<file path="config.mk">
export PLATFORM = sky130hd
export DESIGN_NAME = dual_gate_arbiter_flat
export DESIGN_NICKNAME = d
export VERILOG_FILES = /design/src/rtl/dual_gate_arbiter_if.sv /design/src/rtl/dual_gate_arbiter.sv /design/src/flat_wrapper.sv
export SDC_FILE = /design/constraint.sdc
export NUM_CORES = 1
export LEC_CHECK = 0
export CAP_MARGIN = 20
export CELL_PAD_IN_SITES_DETAIL_PLACEMENT = 2
export CELL_PAD_IN_SITES_GLOBAL_PLACEMENT = 2
export CORE_ASPECT_RATIO = 0.8
export CORE_MARGIN = 2
export CORE_UTILIZATION = 34
export CTS_CLUSTER_SIZE = 10
export DETAILED_ROUTE_END_ITERATION = 16
export GPL_TIMING_DRIVEN = 0
export HOLD_SLACK_MARGIN = 0.05
export PLACE_DENSITY_LB_ADDON = 0.15
export SYNTH_ARGS = -nofsm -noshare
export SYNTH_HDL_FRONTEND = slang
export SYNTH_SLANG_ARGS = --single-unit
</file>
<file path="constraint.sdc">
create_clock -name clock -period 7.8 [get_ports clock]
set_clock_uncertainty 0.2 [all_clocks]
set_input_delay 0.78 -clock clock [delete_from_list [all_inputs] [get_ports clock]]
set_output_delay 0.78 -clock clock [all_outputs]
set_load 0.02 [all_outputs]
</file>
<file path="src/rtl/dual_gate_arbiter_if.sv">
// Requester-side handshake bundle for dual_gate_arbiter: operand requests in, pulsed responses out.
interface dual_gate_arbiter_if #(
  parameter int unsigned N_REQ = 4
);
  logic [N_REQ-1:0] req_valid;
  logic [N_REQ-1:0] req_x;
  logic [N_REQ-1:0] req_y;
  logic [N_REQ-1:0] req_ready;
  logic [N_REQ-1:0] resp_valid;
  logic             resp_data;
  logic             resp_error;

  modport master (
    output req_valid, req_x, req_y,
    input  req_ready, resp_valid, resp_data, resp_error
  );

  modport slave (
    input  req_valid, req_x, req_y,
    output req_ready, resp_valid, resp_data, resp_error
  );
endinterface

</file>
<file path="src/rtl/dual_gate_arbiter.sv">
// Round-robin front end sharing one transition-signalled dual-rail gate among N_REQ requesters;
// sequences gate reset and flags double-toggle or timeout faults.
module dual_gate_arbiter #(
  parameter int unsigned N_REQ          = 4,
  parameter int unsigned SYNC_STAGES    = 2,
  parameter int unsigned RESET_CYCLES   = 2,
  parameter int unsigned TIMEOUT_CYCLES = 64
) (
  input  logic                      clock,
  input  logic                      reset_n,
  dual_gate_arbiter_if.slave        req_if,
  output logic [1:0]                gate_x,
  output logic [1:0]                gate_y,
  output logic                      gate_reset,
  input  logic [1:0]                gate_result,
  output logic                      busy,
  output logic                      fault_sticky
);
  localparam int unsigned InitCycles = RESET_CYCLES + SYNC_STAGES;
  localparam int unsigned CntMax     = (TIMEOUT_CYCLES > InitCycles) ? TIMEOUT_CYCLES : InitCycles;
  localparam int unsigned CntW       = $clog2(CntMax + 1);
  localparam int unsigned IdxW       = (N_REQ > 1) ? $clog2(N_REQ) : 1;

  typedef enum logic [1:0] {StInit, StIdle, StWait, StFault} state_e;

  state_e            state_q, state_d;
  logic [CntW-1:0]   cnt_q, cnt_d;
  logic [IdxW-1:0]   rr_q, rr_d, gnt_q, gnt_d;
  logic [1:0]        gate_x_q, gate_x_d, gate_y_q, gate_y_d;
  logic              gate_reset_q, gate_reset_d;
  logic [1:0]        prev_q, prev_d;
  logic [N_REQ-1:0]  resp_valid_q, resp_valid_d;
  logic              resp_data_q, resp_data_d, resp_error_q, resp_error_d;
  logic              sticky_q, sticky_d;
  logic [1:0]        sync_q [SYNC_STAGES];
  logic [1:0]        synced, diff;
  logic [N_REQ-1:0]  grant;
  logic [IdxW-1:0]   grant_idx, rr_next;
  logic              found;

  assign synced = sync_q[SYNC_STAGES-1];
  assign diff   = synced ^ prev_q;

  // First valid requester at or after the round-robin pointer, wrapping upward.
  always_comb begin
    found     = 1'b0;
    grant_idx = rr_q;
    grant     = '0;
    for (int unsigned k = 0; k < N_REQ; k++) begin
      int unsigned cand;
      cand = (32'(rr_q) + k) % N_REQ;
      if (!found && req_if.req_valid[IdxW'(cand)]) begin
        found     = 1'b1;
        grant_idx = IdxW'(cand);
      end
    end
    if (found) grant[grant_idx] = 1'b1;
    rr_next = (32'(grant_idx) == N_REQ - 1) ? '0 : grant_idx + IdxW'(1);
  end

  always_comb begin
    state_d      = state_q;
    cnt_d        = cnt_q;
    rr_d         = rr_q;
    gnt_d        = gnt_q;
    gate_x_d     = gate_x_q;
    gate_y_d     = gate_y_q;
    gate_reset_d = 1'b0;
    prev_d       = prev_q;
    resp_valid_d = '0;
    resp_data_d  = 1'b0;
    resp_error_d = 1'b0;
    sticky_d     = sticky_q;
    req_if.req_ready = '0;
    unique case (state_q)
      StInit: begin
        if (cnt_q == CntW'(InitCycles - 1)) begin
          cnt_d   = '0;
          prev_d  = synced;
          state_d = StIdle;
        end else begin
          cnt_d        = cnt_q + CntW'(1);
          gate_reset_d = (32'(cnt_q) + 32'd1) < RESET_CYCLES;
        end
      end
      StIdle: begin
        req_if.req_ready = grant;
        if (|(req_if.req_valid & grant)) begin
          gnt_d = grant_idx;
          // One rail per input toggles: high rail encodes 1, low rail encodes 0.
          if (req_if.req_x[grant_idx]) gate_x_d[1] = ~gate_x_q[1];
          else                         gate_x_d[0] = ~gate_x_q[0];
          if (req_if.req_y[grant_idx]) gate_y_d[1] = ~gate_y_q[1];
          else                         gate_y_d[0] = ~gate_y_q[0];
          cnt_d   = '0;
          rr_d    = rr_next;
          state_d = StWait;
        end
      end
      StWait: begin
        cnt_d = cnt_q + CntW'(1);
        if (diff == 2'b10 || diff == 2'b01) begin
          resp_valid_d[gnt_q] = 1'b1;
          resp_data_d         = diff[1];
          prev_d              = synced;
          state_d             = StIdle;
        end else if (diff == 2'b11 || cnt_d == CntW'(TIMEOUT_CYCLES)) begin
          resp_valid_d[gnt_q] = 1'b1;
          resp_error_d        = 1'b1;
          state_d             = StFault;
        end
      end
      StFault: begin
        sticky_d     = 1'b1;
        gate_reset_d = 1'b1;
        cnt_d        = '0;
        state_d      = StInit;
      end
      default: state_d = StInit;
    endcase
  end

  always_ff @(posedge clock or negedge reset_n) begin
    if (!reset_n) begin
      for (int unsigned i = 0; i < SYNC_STAGES; i++) sync_q[i] <= 2'b00;
    end else begin
      sync_q[0] <= gate_result;
      for (int unsigned i = 1; i < SYNC_STAGES; i++) sync_q[i] <= sync_q[i-1];
    end
  end

  always_ff @(posedge clock or negedge reset_n) begin
    if (!reset_n) begin
      state_q      <= StInit;
      cnt_q        <= '0;
      rr_q         <= '0;
      gnt_q        <= '0;
      gate_x_q     <= 2'b00;
      gate_y_q     <= 2'b00;
      gate_reset_q <= 1'b1;
      prev_q       <= 2'b00;
      resp_valid_q <= '0;
      resp_data_q  <= 1'b0;
      resp_error_q <= 1'b0;
      sticky_q     <= 1'b0;
    end else begin
      state_q      <= state_d;
      cnt_q        <= cnt_d;
      rr_q         <= rr_d;
      gnt_q        <= gnt_d;
      gate_x_q     <= gate_x_d;
      gate_y_q     <= gate_y_d;
      gate_reset_q <= gate_reset_d;
      prev_q       <= prev_d;
      resp_valid_q <= resp_valid_d;
      resp_data_q  <= resp_data_d;
      resp_error_q <= resp_error_d;
      sticky_q     <= sticky_d;
    end
  end

  assign gate_x            = gate_x_q;
  assign gate_y            = gate_y_q;
  assign gate_reset        = gate_reset_q;
  assign busy              = (state_q != StIdle);
  assign fault_sticky      = sticky_q;
  assign req_if.resp_valid = resp_valid_q;
  assign req_if.resp_data  = resp_data_q;
  assign req_if.resp_error = resp_error_q;
endmodule

</file>
<file path="src/flat_wrapper.sv">
// flat-port wrapper written by rule: the top's interface ports become plain ports
module dual_gate_arbiter_flat 
#(
  parameter int unsigned N_REQ          = 4,
  parameter int unsigned SYNC_STAGES    = 2,
  parameter int unsigned RESET_CYCLES   = 2,
  parameter int unsigned TIMEOUT_CYCLES = 64
)
  (clock, reset_n, gate_x, gate_y, gate_reset, gate_result, busy, fault_sticky, req_if_req_valid, req_if_req_x, req_if_req_y, req_if_req_ready, req_if_resp_valid, req_if_resp_data, req_if_resp_error);
  dual_gate_arbiter_if #(.N_REQ(N_REQ)) req_if_i ();
  input  logic clock;
  input  logic reset_n;
  output logic [1:0] gate_x;
  output logic [1:0] gate_y;
  output logic gate_reset;
  input  logic [1:0] gate_result;
  output logic busy;
  output logic fault_sticky;
  input wire logic [$bits(req_if_i.req_valid)-1:0] req_if_req_valid;
  input wire logic [$bits(req_if_i.req_x)-1:0] req_if_req_x;
  input wire logic [$bits(req_if_i.req_y)-1:0] req_if_req_y;
  output wire logic [$bits(req_if_i.req_ready)-1:0] req_if_req_ready;
  output wire logic [$bits(req_if_i.resp_valid)-1:0] req_if_resp_valid;
  output wire logic [$bits(req_if_i.resp_data)-1:0] req_if_resp_data;
  output wire logic [$bits(req_if_i.resp_error)-1:0] req_if_resp_error;
  assign req_if_i.req_valid = req_if_req_valid;
  assign req_if_i.req_x = req_if_req_x;
  assign req_if_i.req_y = req_if_req_y;
  assign req_if_req_ready = req_if_i.req_ready;
  assign req_if_resp_valid = req_if_i.resp_valid;
  assign req_if_resp_data = req_if_i.resp_data;
  assign req_if_resp_error = req_if_i.resp_error;
  dual_gate_arbiter #(.N_REQ(N_REQ), .SYNC_STAGES(SYNC_STAGES), .RESET_CYCLES(RESET_CYCLES), .TIMEOUT_CYCLES(TIMEOUT_CYCLES)) u_core (.clock(clock), .reset_n(reset_n), .req_if(req_if_i), .gate_x(gate_x), .gate_y(gate_y), .gate_reset(gate_reset), .gate_result(gate_result), .busy(busy), .fault_sticky(fault_sticky));
endmodule
</file>
; After elaboration in Yosys (flattened, before gate mapping)
; Cells that the tools add are included.
[classes]
n_addsub = 6
n_mul = 0
div_mod_pow = 0
magnitude_cmp = 9
eq_ne = 14
n_shift = 0
n_mux = 47
bitwise_logic = 8
reduce_logical = 20
[op_table]
columns = op, n
row1 = "32-bit by 2-bit < comparator with 1-bit output, second input constant", 1
row2 = 7-bit case mux with 4 select lines, 1
row3 = 2-bit 2-to-1 mux, 10
row4 = 4-bit 2-to-1 mux, 5
row5 = "2-bit by 3-bit < comparator with 1-bit output, second input constant", 6
row6 = 1-bit 2-to-1 mux, 18
row7 = 3-bit AND reduction, 6
row8 = 7-bit 2-to-1 mux, 2
row9 = 1-bit binary-select mux with 2-bit select, 6
row10 = "2-bit equality test, second input constant", 5
row11 = "7-bit by 1-bit adder with 8-bit output, second input constant", 1
row12 = "2-bit by 1-bit inequality test with 1-bit output, second input constant", 4
row13 = 2-bit case mux with 4 select lines, 1
row14 = "7-bit by 1-bit adder with 7-bit output, second input constant", 1
row15 = "7-bit by 2-bit equality test with 1-bit output, second input constant", 1
row16 = "7-bit equality test, second input constant", 1
row17 = 1-bit inverter, 6
row18 = 1-bit logical AND, 5
row19 = "2-bit by 1-bit adder with 2-bit output, second input constant", 2
row20 = "2-bit adder, second input constant", 2
row21 = 4-bit bitwise AND, 1
row22 = 1-bit demux with 2-bit select, 2
row23 = "2-bit by 1-bit equality test with 1-bit output, second input constant", 2
row24 = "2-bit by 1-bit greater-or-equal comparator with 1-bit output, second input constant", 2
row25 = 10 further kinds, 13
[word_totals]
regBits = 31
latch_bits = 0
ramBits = 0
mem_bits_ro = 0
input_bits = 16
out_inout_bits = 17
elab_cells = 120
n_memories = 0

; Logic depth before layout (Yosys ltp)
; Gate-level depths: netlist of the first run.
[logic_depth]
ltp_word = 21
mapped_depth = 11
ltp_nobuf = 11

; Worst setup path after synthesis of the first run
; No wires, ideal clock.
[synth_path]
path_kind = input to register
start = input req_if_req_valid[0]
end = register u_core.cnt_q[5]
setup_ps = 131
arrival_ps = 3120
required_time_ps = 7469
path_slack_ps = 4349
stages = 11
n_path_buf = 0
cell_sequence = nor2b_1 -> or4_1 -> nand2_2 -> inv_1 -> ha_1 -> a22o_1 -> nor3_1 -> a211o_2 -> nor2_1 -> o21ai_0 -> o41ai_1
[synth_via]
elab_chain_len = 20
elab_cells_between_ends = 30
cone_classes = 2 x order compare / 1 x eq/ne / 18 x mux / 1 x bitwise / 8 x reduce/logical
[synth_lines]
columns = item, line_no
row1 = "start, declared", flat_wrapper.sv:19  ; input wire logic [$bits(req_if_i.req_valid)-1:0] req_if_req_valid;
row2 = 1-bit binary-select mux with 2-bit select, dual_gate_arbiter.sv:52  ; if (!found && req_if.req_valid[IdxW'(cand)]) begin
row3 = 1-bit 2-to-1 mux (implied by the code), dual_gate_arbiter.sv:52
row4 = 1-bit 2-to-1 mux, dual_gate_arbiter.sv:52
row5 = 1-bit logical NOT, dual_gate_arbiter.sv:52
row6 = 1-bit logical AND, dual_gate_arbiter.sv:52
row7 = 1-bit 2-to-1 mux, dual_gate_arbiter.sv:52
row8 = 1-bit logical NOT, dual_gate_arbiter.sv:52
row9 = 1-bit logical AND, dual_gate_arbiter.sv:52
row10 = [4 not listed], --
row11 = net u_core.grant_idx[1], dual_gate_arbiter.sv:38  ; logic [IdxW-1:0] grant_idx, rr_next;
row12 = 2-bit by 3-bit < comparator with 1-bit output (implied by the code) or 2-bit by 1-bit greater-or-equal comparator with 1-bit output (tied branches), dual_gate_arbiter.sv:57  ; if (found) grant[grant_idx] = 1'b1;
row13 = 1-bit logical AND (implied by the code), dual_gate_arbiter.sv:57
row14 = 1-bit 2-to-1 mux (implied by the code), dual_gate_arbiter.sv:57
row15 = 1-bit demux with 2-bit select (*), --
row16 = 4-bit 2-to-1 mux (*), dual_gate_arbiter.sv:57
row17 = 4-bit bitwise AND (*), dual_gate_arbiter.sv:88  ; if (|(req_if.req_valid & grant)) begin
row18 = 4-bit OR reduction (*), dual_gate_arbiter.sv:88
row19 = 2-bit by 1-bit inequality test with 1-bit output (no line) (*), --
row20 = "end signal, assigned", dual_gate_arbiter.sv:148  ; cnt_q <= cnt_d;
row21 = "end, declared", dual_gate_arbiter.sv:27  ; logic [CntW-1:0] cnt_q, cnt_d;
; Mark *: on every way through the listed nets, which the timed path passes. The rest lies on a longest branch. The select of a mux whose other input is x is not followed.
; A chain may end at the register's enable or synchronous reset.

; Worst setup path after layout of the first run
[layout_path]
start = input req_if_req_valid[3]
end = output req_if_req_ready[0]
[layout_via]
elab_chain_len = 18
elab_cells_between_ends = 28
cone_classes = 2 x order compare / 19 x mux / 7 x reduce/logical
[layout_lines]
columns = item, line_no
row1 = 1-bit binary-select mux with 2-bit select, dual_gate_arbiter.sv:52
row2 = 1-bit 2-to-1 mux (implied by the code), dual_gate_arbiter.sv:52
row3 = 1-bit 2-to-1 mux, dual_gate_arbiter.sv:52
row4 = 1-bit logical NOT, dual_gate_arbiter.sv:52
row5 = 1-bit logical AND, dual_gate_arbiter.sv:52
row6 = 1-bit 2-to-1 mux, dual_gate_arbiter.sv:52
row7 = 1-bit logical NOT, dual_gate_arbiter.sv:52
row8 = 1-bit logical AND, dual_gate_arbiter.sv:52
row9 = [3 not listed], --
row10 = 2-bit 2-to-1 mux (*), dual_gate_arbiter.sv:52
row11 = net u_core.grant_idx[1], dual_gate_arbiter.sv:38
row12 = 2-bit by 3-bit < comparator with 1-bit output (implied by the code) or 2-bit by 1-bit greater-or-equal comparator with 1-bit output (tied branches), dual_gate_arbiter.sv:57
row13 = 1-bit logical AND (implied by the code), dual_gate_arbiter.sv:57
row14 = 1-bit 2-to-1 mux (implied by the code), dual_gate_arbiter.sv:57
row15 = 1-bit demux with 2-bit select (*), --
row16 = 4-bit 2-to-1 mux (*), dual_gate_arbiter.sv:57
row17 = 4-bit 2-to-1 mux (*), dual_gate_arbiter.sv:75  ; unique case (state_q)
row18 = "end, declared", flat_wrapper.sv:22  ; output wire logic [$bits(req_if_i.req_ready)-1:0] req_if_req_ready;
; Marked as above.

==> results of run 1 <==
[flip-flops by register name (all words and copies together), names as in the netlist]
register,count
u_core.cnt_q,7
u_core.gate_x,2
u_core.gate_reset,1
u_core.gate_y,2
u_core.req_if.resp_error,1
u_core.synced,2
u_core.req_if.resp_data,1
u_core.sync_q,2
u_core.gnt_q,2
u_core.state_q,2
u_core.req_if.resp_valid,4
u_core.fault_sticky,1
u_core.prev_q,2
u_core.rr_q,2
[cell families after synthesis]
kind of cell,after synthesis,share of synthesized area (%)
mux,5,2.89
xor+xnor,8,4.04
compound gates,43,16.4
simple gates,68,20.8
buf+inv,8,1.73
fa+ha+maj,13,9.38
flops,31,44.8
[critical path, delay by kind of cell]
kind	cells	cell delay, ns
AND/OR/NAND/NOR	4	1.04
buffers and inverters	3	1.27
adder cells (fa/ha/maj)	1	0.22
[metrics by stage]
stage / area, um2 / cells
after detailed placement: 2160 / 271
final: 2250 / 279
after floorplan: 1730 / 176
after global placement: 2130 / 270
after CTS: 2250 / 278
after global routing: 2250 / 279
[synthesized netlist by cell type (all sizes together) (2+ instances only)]
cell   instances
mux2i          5
xor2           4
o22ai          6
a211o          2
o21ai         13
o31ai          2
a21oi          6
inv            8
a22oi          2
nor3           4
nand2         18
dfrtp         30
nor3b          2
a31oi          3
nor2b          7
or2            3
nor2          18
nand3          2
xnor2          4
ha            13
and3           2
and2           5
a22o           2
[per-layer routing]
| metal | wire (um) | part of all wire, % |
|---|---|---|
| met1 | 2210 | 46 |
| met2 | 2450 | 51 |
| met3 | 143 | 3.0 |
| met4 | 34 | 0.70 |
| met5 | 0 | 0 |
[power by group]
| group | switching (mW) | leakage, nW | internal (mW) |
|---|---|---|---|
| clock | 0.0570 | 0.0470 | 0.0691 |
| sequential | 0.0417 | 0.385 | 0.208 |
| combinational | 0.235 | 0.548 | 0.171 |
[area by class of cell]
| cell class | instances | area (um2) | area share (%) |
|---|---|---|---|
| inverter | 8 | 30.0 | 1.33 |
| clock buffer | 6 | 82.6 | 3.67 |
| multi-input combinational | 137 | 927 | 41.2 |
| timing repair buffer | 34 | 353 | 15.7 |
| tap | 62 | 77.6 | 3.44 |
| sequential | 31 | 777 | 34.5 |
| clock inverter | 1 | 5.00 | 0.222 |
[how the worst max path moves through the flow]
stage,startpoint,endpoint,cells past startpoint
4_1_cts,req_if_req_valid[3],u_core.cnt_q[5]$_DFFE_PN0P_,12
2_1_floorplan,req_if_req_valid[0],u_core.cnt_q[5]$_DFFE_PN0P_,11
5_1_grt,req_if_req_valid[3],req_if_req_ready[0],8
6_report,req_if_req_valid[3],req_if_req_ready[0],8
3_3_place_gp,req_if_req_valid[3],u_core.cnt_q[5]$_DFFE_PN0P_,12
3_5_place_dp,req_if_req_valid[3],u_core.cnt_q[5]$_DFFE_PN0P_,12
==> metrics.md, run 1 <==
| Metric | Value |
|---|---|
| Drt via density | `between 5 and 6` |
| Die X | `between 80 and 90 um` |
| PortBufs | `32` |
| Netlist cell types | `45` |
| Max-slew violation count | `0` |
| Most area-consuming cells after synthesis | `dfrtp_1 43%, ha_1 9.4%, nor2_1 3.9%` |
| # rows | `23` |
| PwrDens | `~350 mW/mm2` |
| CTS max path bufs | `2` |
| Post-route DRC | `0` |
| M3 GR Usage | `under 10%` |
| Pre-CTS setup slack | `a little over 3 ns` |
| Fraction of layout cells with a size suffix above 1 | `around 8.8%` |
| Core area | `between 0.004 and 0.005 mm2` |
| Post-CTS Resized | `0` |
| Highest net fanout along the worst path | `7` |
| Global placement routability congestion | `0.735` |
| Slew HR | `a little under half` |
| Met2 usage | `between 30 and 40%` |
| Initial Utilization | `a little over a third` |
| RR Startpoint | `u_core.rr_q[1]$_DFFE_PN0P_` |
| I/O Pins | `33` |
| Tcrit/Tclk final | `between 50% and 60%` |
| GRT overflow | `0` |
| Post-synthesis sequential area ratio | `~45%` |
| HP Start | `u_core.sync_q[3]$_DFF_PN0_` |
| Pin count of the biggest net entering global routing | `18` |
| Final hold violation count | `0` |
| Reg2Reg Depth | `12` |
| Syn nets | `between 200 and 250` |
| Diode count | `0` |
| Post-synth top area cell | `dfrtp_1` |
| Run status | `completed` |
| Via count | `between 1,000 and 1,500` |
| H-tree depth | `2` |
| Top Usage Layer GRT | `met2` |
| Dpl hpwl | `between 3000 and 4000 um` |
| Avg Cell Area, Syn | `between 9 and 10 um2` |
| Slew @ Worst Pin | `around 0.82 ns` |
| Hold buffers post-CTS | `0` |
| WHS | `around 0.16 ns` |
| Maxcap violations | `0` |
| Yosys synthesis warning count | `0` |
| Share of the synthesized area in the top cell type | `43.3%` |
| Top cell by count, worst path | `clkdlybuf4s50_1` |
| Slowest CP cell | `clkdlybuf4s50_1` |
| Layout area overhead | `29.9%` |
| Fillers | `539` |
| Hold depth | `0` |
| Initial antenna violation count | `0` |
| CTS root buffer | `clkbuf_8` |
| Worst EP arrival | `about 3.3 ns` |
| Clk sinks | `31` |
| Post-CTS setup buffers | `0` |
| Iter 0 DRT Violations | `29` |
| First-pass iteration count of the detailed router | `4` |
| Achievable Freq | `about 0.23 GHz` |
| EDFF count, synth | `0` |
| Final WL | `4840 um` |
| CTS tree | `done` |
| Cells along the critical path | `clkdlybuf4s50_1 > and3b_1 > or4_1 > nand2_2 > inv_1 > ha_1 > and2_1 > clkdlybuf4s50_1` |
| Die Y-Extent | `approximately 68 um` |
| Worst-Skew Late Latency | `0.28 ns` |
| Post-synthesis cell count | `about 180` |
| Final setup viols | `0` |
| Worst stage delay on the critical path | `between 0.6 and 0.7 ns` |
| Reg-to-Reg End | `u_core.cnt_q[5]$_DFFE_PN0P_` |
| Post-Syn Area | `around 0.0017 mm2` |
| Post-route setup TNS | `0 ns` |
| FF+latch count, synth | `31` |
| Layout Nets | `approximately 250` |
| CP Capture Type | `output port` |
| Most frequent cells in the layout | `32 x clkdlybuf4s50_1, 30 x dfrtp_1, 18 x nor2_1` |
| Total Routing Usage GR | `18.4%` |
| LEAKAGE | `between 0.9 and 1 nW` |
| Global-route wire length before repair | `slightly above 8000 um` |
| Routed wire per std cell | `around 17 um` |
| Max VDD drop | `roughly 0.15 mV` |
| Vias in the first global route | `about 1,600` |
| Met1 Use GR | `22.1%` |
| Worst setup SP type | `input port` |
| Clock-pin slew on the worst setup and hold paths | `roughly 0.060 ns` |
| Post-route minimum period | `about 4.3 ns` |
| Die ar. | `0.00569 mm2` |
| Asr flop ratio synth | `100%` |
| DRT antenna net count | `0` |
| Fin util | `roughly 46%` |
| RSZ-0062 raised after global routing | `no` |
| Worst Path Required | `6.82 ns` |
| Critical path class | `input port to output port` |
| Most common cell after layout, fill and taps aside | `clkdlybuf4s50_1` |
| Most used flip-flop cell after synthesis | `dfrtp_1` |
| Final setup margin | `3.51 ns` |
| Total design power | `782 uW` |
| R2R setup slack | `4.38 ns` |
| Min-Delay Endpoint | `u_core.synced[1]$_DFF_PN0_` |
| Hold Path Class | `register to register` |
| CTS Buf Count | `5` |
Note: power is estimated with default switching activity, not from simulation.
==> run 2, diff against run 1 <==
--- a/config.mk
+++ b/config.mk
@@ -10,7 +10,7 @@
 export CELL_PAD_IN_SITES_GLOBAL_PLACEMENT = 2
 export CORE_ASPECT_RATIO = 0.8
 export CORE_MARGIN = 2
-export CORE_UTILIZATION = 34
+export CORE_UTILIZATION = 32
 export CTS_CLUSTER_SIZE = 10
 export DETAILED_ROUTE_END_ITERATION = 16
 export GPL_TIMING_DRIVEN = 0
==> constraint.sdc (replaced) <==
create_clock -name clock -period 4.5 [get_ports clock]
set_clock_uncertainty 0.2 [all_clocks]
set_input_delay 0.45 -clock clock [delete_from_list [all_inputs] [get_ports clock]]
set_output_delay 0.45 -clock clock [all_outputs]
set_load 0.02 [all_outputs]
==> metrics.md, run 2 (synthesized netlist as in run 1, its figures left out) <==
| Metric | Value |
|---|---|
| I/O Pins | `33` |
| Tcrit/Tclk final | `between 80% and 90%` |
| Final hold violation count | `0` |
| Final setup viols | `0` |
| PwrDens | `between 500 and 600 mW/mm2` |
| Final Cell Area | `0.00225 mm2` |
| Total Routing Usage GR | `a little under a fifth` |
| Slowest CP cell | `clkdlybuf4s50_1` |
| Highest net fanout along the worst path | `10` |
| Post-route minimum period | `approximately 3.8 ns` |
| Routed wire per std cell | `roughly 18 um` |
| Critical path buffers and inverters | `3` |
| Initial Utilization | `33.9%` |
| Via count | `around 1,500` |
| Post-route setup TNS | `0 ns` |
| Run status | `completed` |
| Max-slew violation count | `0` |
| Worst Path Required | `4.46 ns` |
| Cell family with most CP delay | `simple AND/OR/NAND/NOR gates` |
| WHS | `0.154 ns` |
| Maxcap violations | `0` |
| Hold buffers post-CTS | `0` |
| Worst setup SP type | `input port` |
| Final WL | `between 4000 and 5000 um` |
| Slew HR | `between 40% and 50%` |
| Clock share of power | `about 16%` |
| Worst stage delay on the critical path | `0.61 ns` |
| CTS root buffer | `clkbuf_8` |
| Core area | `roughly 0.005 mm2` |
| Slew @ Worst Pin | `0.771 ns` |
| Global placement routability congestion | `0.689` |
| Critical path class | `input port to register` |
| Cell-internal power | `approximately 760 uW` |
| CTS Buf Count | `5` |
| Post-CTS Resized | `0` |
| Layout area overhead | `29.7%` |
| Post-CTS setup buffers | `0` |
| Diode count | `0` |
| DRT antenna net count | `0` |
| Largest Register | `u_core.cnt_q` |
| Fillers | `560` |
| Max VDD drop | `0.301 mV` |
| Vias in the first global route | `~1,700` |
| Cells along the critical path | `clkdlybuf4s50_1 > and3b_1 > or4_1 > nand2_2 > inv_1 > ha_1 > a22o_1 > nor3_1 > buf_2 > a211o_2 > nor2b_1 > o21ai_1 > o31ai_1` |
| LEAKAGE | `approximately 0.97 nW` |
| Placement Cell Area | `0.00216 mm2` |
| CP Capture Type | `register` |
| PortBufs | `32` |
| Max FFs per register | `7` |
| Worst-Skew Late Latency | `0.29 ns` |
| Drt via density | `between 5 and 6` |
| Die X | `~86 um` |
| Post-route DRC | `0` |
| Switching Share | `between 40% and 50%` |
| Achievable Freq | `around 0.26 GHz` |
| GRT overflow | `0` |
| Most frequent cells in the layout | `32 x clkdlybuf4s50_1, 30 x dfrtp_1, 18 x nor2_1` |
| Flop pwr share | `between 30% and 40%` |
| Global-route wire length before repair | `roughly 8700 um` |
| Hold Path Class | `register to register` |
| Total design power | `around 1.3 mW` |
| CTS max path bufs | `2` |
| CTS tree | `done` |
| Worst EP arrival | `3.75 ns` |
| Switching pwr | `585 uW` |
| Die Y-Extent | `69.8 um` |
| Clock-pin slew on the worst setup and hold paths | `approximately 0.07 ns` |
| Most common cell after layout, fill and taps aside | `clkdlybuf4s50_1` |
| Initial antenna violation count | `0` |
| Iter 0 DRT Violations | `30` |
| H-tree depth | `2` |
| RSZ-0062 raised after global routing | `no` |
| First-pass iteration count of the detailed router | `4` |
| Dpl hpwl | `a little under 4000 um` |
| Clk sinks | `31` |
| Fraction of layout cells with a size suffix above 1 | `around 8.7%` |
| Die ar. | `around 0.006 mm2` |
| Comb pwr share | `approximately 52%` |
| # rows | `23` |
| Layout Nets | `approximately 250` |
| Pin count of the biggest net entering global routing | `21` |
run 2: cell types whose count changed in the layout (fill, tap and decap cells not counted), sizes merged:
cell and delta:
clkinvlp +1
run 2: worst paths after layout:
path,startpoint,endpoint,slack (ns),cells after the start
max in group asynchronous,reset_n,u_core.gate_reset$_DFF_PN1_,3.10,2
min reg2reg,u_core.sync_q[2]$_DFF_PN0_,u_core.synced[0]$_DFF_PN0_,0.15,0
max,req_if_req_valid[3],u_core.cnt_q[4]$_DFFE_PN0P_,0.71,13
min,u_core.sync_q[2]$_DFF_PN0_,u_core.synced[0]$_DFF_PN0_,0.15,0
min in group asynchronous,reset_n,u_core.sync_q[2]$_DFF_PN0_,0.39,1
max reg2reg,u_core.rr_q[1]$_DFFE_PN0P_,u_core.cnt_q[4]$_DFFE_PN0P_,1.06,12
run 2: area by class of cell:
cell class | count | area (um2) | share of cell area [%]
clock buffer | 6 | 72.6 | 3.23
inverter | 8 | 30.0 | 1.33
multi-input combinational | 137 | 927 | 41.2
sequential | 31 | 777 | 34.5
clock inverter | 2 | 12.5 | 0.556
timing repair buffer | 34 | 353 | 15.7
tap | 62 | 77.6 | 3.45
run 2: metal layers:
layer  global-route usage, %  vias up  share of wire (%)  wire [um]
met3                    6.43        5                3.9        193
met1                    23.1      754                 45       2220
li1                        -      698                  -          -
met5                       0        -                  0          0
met2                    31.1       20                 51       2520
met4                    3.65        0               0.73         36
run 2: through the flow:
| step | utilization [%] | setup slack (ns) | std cells |
|---|---|---|---|
| finish | 43.9 | 0.715 | 280 |
| detailed placement | 42.2 | -0.0102 | 271 |
| CTS | 43.8 | 0.297 | 279 |
| global placement | 41.6 | 0.239 | 270 |
| floorplan | - | 1.38 | 176 |
| global route | 43.9 | 0.461 | 280 |
run 2: power groups by stage:
stage	clock, mW	sequential [mW]	combinational (mW)
3_5_place_dp	0	0.439	0.699
2_1_floorplan	0	0.458	0.413
5_1_grt	0.240	0.447	0.788
6_report	0.219	0.433	0.698
4_1_cts	0.227	0.435	0.707
3_3_place_gp	0	0.430	0.656
==> run 3, diff against run 2 <==
--- a/config.mk
+++ b/config.mk
@@ -10,7 +10,7 @@
 export CELL_PAD_IN_SITES_GLOBAL_PLACEMENT = 2
 export CORE_ASPECT_RATIO = 0.8
 export CORE_MARGIN = 2
-export CORE_UTILIZATION = 32
+export CORE_UTILIZATION = 29
 export CTS_CLUSTER_SIZE = 10
 export DETAILED_ROUTE_END_ITERATION = 16
 export GPL_TIMING_DRIVEN = 0
==> constraint.sdc (replaced) <==
create_clock -name clock -period 3.3 [get_ports clock]
set_clock_uncertainty 0.2 [all_clocks]
set_input_delay 0.33 -clock clock [delete_from_list [all_inputs] [get_ports clock]]
set_output_delay 0.33 -clock clock [all_outputs]
set_load 0.02 [all_outputs]
==> metrics.md, run 3 (synthesized netlist as in run 1, its figures left out) <==
| Metric | Value |
|---|---|
| Highest net fanout along the worst path | `7` |
| Layout area overhead | `33.3%` |
| Fin util | `39.5%` |
| Core area | `0.00585 mm2` |
| Worst-Skew Late Latency | `approximately 0.28 ns` |
| Run status | `completed` |
| Switching pwr | `~810 uW` |
| Initial Utilization | `29.6%` |
| Max VDD drop | `roughly 0.31 mV` |
| CTS tree | `done` |
| DRT antenna net count | `0` |
| Hold Path Class | `register to register` |
| H-tree depth | `2` |
| Slowest CP cell | `clkdlybuf4s50_1` |
| RSZ-0062 raised after global routing | `no` |
| PortBufs | `32` |
| Comb pwr share | `~53%` |
| Final hold violation count | `0` |
| Clock share of power | `15.4%` |
| Critical path buffers and inverters | `2` |
| Routed wire per std cell | `16.1 um` |
| CTS max path bufs | `2` |
| Post-route minimum period | `approximately 3.1 ns` |
| Flop pwr share | `between 30% and 40%` |
| Hold buffers post-CTS | `0` |
| CTS root buffer | `clkbuf_8` |
| Worst setup SP type | `input port` |
| Final setup viols | `0` |
| Layout Nets | `between 200 and 250` |
| Via count | `~1,500` |
| CP Capture Type | `output port` |
| Diode count | `0` |
| GRT overflow | `0` |
| Worst Path Required | `between 2 and 3 ns` |
| Most frequent cells in the layout | `30 x dfrtp_1, 29 x clkdlybuf4s50_1, 18 x nor2_1` |
| Total Routing Usage GR | `16.1%` |
| Cell-internal power | `1.06 mW` |
| PwrDens | `807 mW/mm2` |
| Clock-pin slew on the worst setup and hold paths | `around 0.060 ns` |
| Placement Cell Area | `~0.0022 mm2` |
| Cells along the critical path | `clkdlybuf4s50_1 > nor2b_1 > or4_1 > nand2_4 > ha_1 > and2_1 > clkdlybuf4s50_1` |
| Final Cell Area | `about 0.0023 mm2` |
| Fraction of layout cells with a size suffix above 1 | `9.63%` |
| Vias in the first global route | `~1,700` |
| Clk sinks | `31` |
| I/O Pins | `33` |
| Critical path class | `input port to output port` |
| Drt via density | `4.99` |
| Slew HR | `approximately 52%` |
| Iter 0 DRT Violations | `20` |
| Tcrit/Tclk final | `about 95%` |
| Pin count of the biggest net entering global routing | `20` |
| Switching Share | `between 40% and 50%` |
| Global-route wire length before repair | `between 8000 and 9000 um` |
| Maxcap violations | `0` |
| WHS | `approximately 0.15 ns` |
| Slew @ Worst Pin | `just over 0.7 ns` |
| LEAKAGE | `1.02 nW` |
| Final WL | `around 4800 um` |
| Achievable Freq | `0.319 GHz` |
| Die Y-Extent | `73.2 um` |
| Dpl hpwl | `3790 um` |
| Die X | `about 90 um` |
| Cell family with most CP delay | `buffers and inverters` |
| Initial antenna violation count | `0` |
| Fillers | `629` |
| Max FFs per register | `7` |
| First-pass iteration count of the detailed router | `4` |
| Max-slew violation count | `0` |
| Worst stage delay on the critical path | `~0.60 ns` |
| Post-route DRC | `0` |
| # rows | `25` |
| Worst EP arrival | `2.60 ns` |
| CTS Buf Count | `5` |
| Largest Register | `u_core.cnt_q` |
| Die ar. | `roughly 0.0066 mm2` |
| Top cell by count, worst path | `clkdlybuf4s50_1` |
| Most common cell after layout, fill and taps aside | `dfrtp_1` |
| Global placement routability congestion | `between 0.7 and 0.8` |
==> run 3: repair_timing <==
item / CTS / global route
resized for setup: 5 / 4
setup endpoints to repair: 13 / 9
setup buffers: 1 / 0
pin swaps: 1 / 0
==> run 3: area by class of cell <==
| type | instances | area (um2) | share of cell area (%) |
|---|---|---|---|
| tap | 81 | 101 | 4.39 |
| clock buffer | 6 | 72.6 | 3.14 |
| inverter | 8 | 30.0 | 1.30 |
| clock inverter | 2 | 12.5 | 0.541 |
| timing repair buffer | 34 | 363 | 15.7 |
| sequential | 31 | 777 | 33.6 |
| multi-input combinational | 137 | 955 | 41.3 |
==> run 3: power groups by stage <==
stage | combinational, mW | clock [mW] | sequential [mW]
final | 0.985 | 0.288 | 0.593
after global routing | 1.10 | 0.316 | 0.612
after CTS | 0.997 | 0.299 | 0.596
after detailed placement | 0.950 | 0 | 0.600
after global placement | 0.905 | 0 | 0.586
after floorplan | 0.564 | 0 | 0.625
==> run 3: path summary, 6_finish.rpt <==
kind,startpoint,to,slack (ns),cells past startpoint
hold / removal,u_core.sync_q[3]$_DFF_PN0_,u_core.synced[1]$_DFF_PN0_,0.15,0
hold reg to reg,u_core.sync_q[3]$_DFF_PN0_,u_core.synced[1]$_DFF_PN0_,0.15,0
max in group asynchronous,reset_n,u_core.gate_reset$_DFF_PN1_,2.00,2
setup / recovery,req_if_req_valid[0],req_if_req_ready[2],0.17,7
min in group asynchronous,reset_n,u_core.cnt_q[3]$_DFFE_PN0P_,0.28,1
setup reg to reg,u_core.rr_q[1]$_DFFE_PN0P_,u_core.state_q[1]$_DFFE_PN0P_,0.35,10
==> run 3: per-stage QoR <==
stage,setup WS (ns),TNS (ns),cells,power (mW)
after floorplan,0.219,0,176,1.19
after global placement,-0.893,-8.11,289,1.49
after detailed placement,-1.04,-9.89,290,1.55
after CTS,0.00796,0,299,1.89
after global routing,0.000452,0,299,2.03
final,0.167,0,299,1.87
==> run 3: metal layers <==
metal | GRT usage (%) | up-vias | part of all wire [%]
li1 | - | 703 | -
met1 | 19.8 | 762 | 46
met2 | 28.7 | 22 | 50
met3 | 4.13 | 5 | 3.1
met4 | 4.10 | 0 | 0.64
met5 | 0 | - | 0
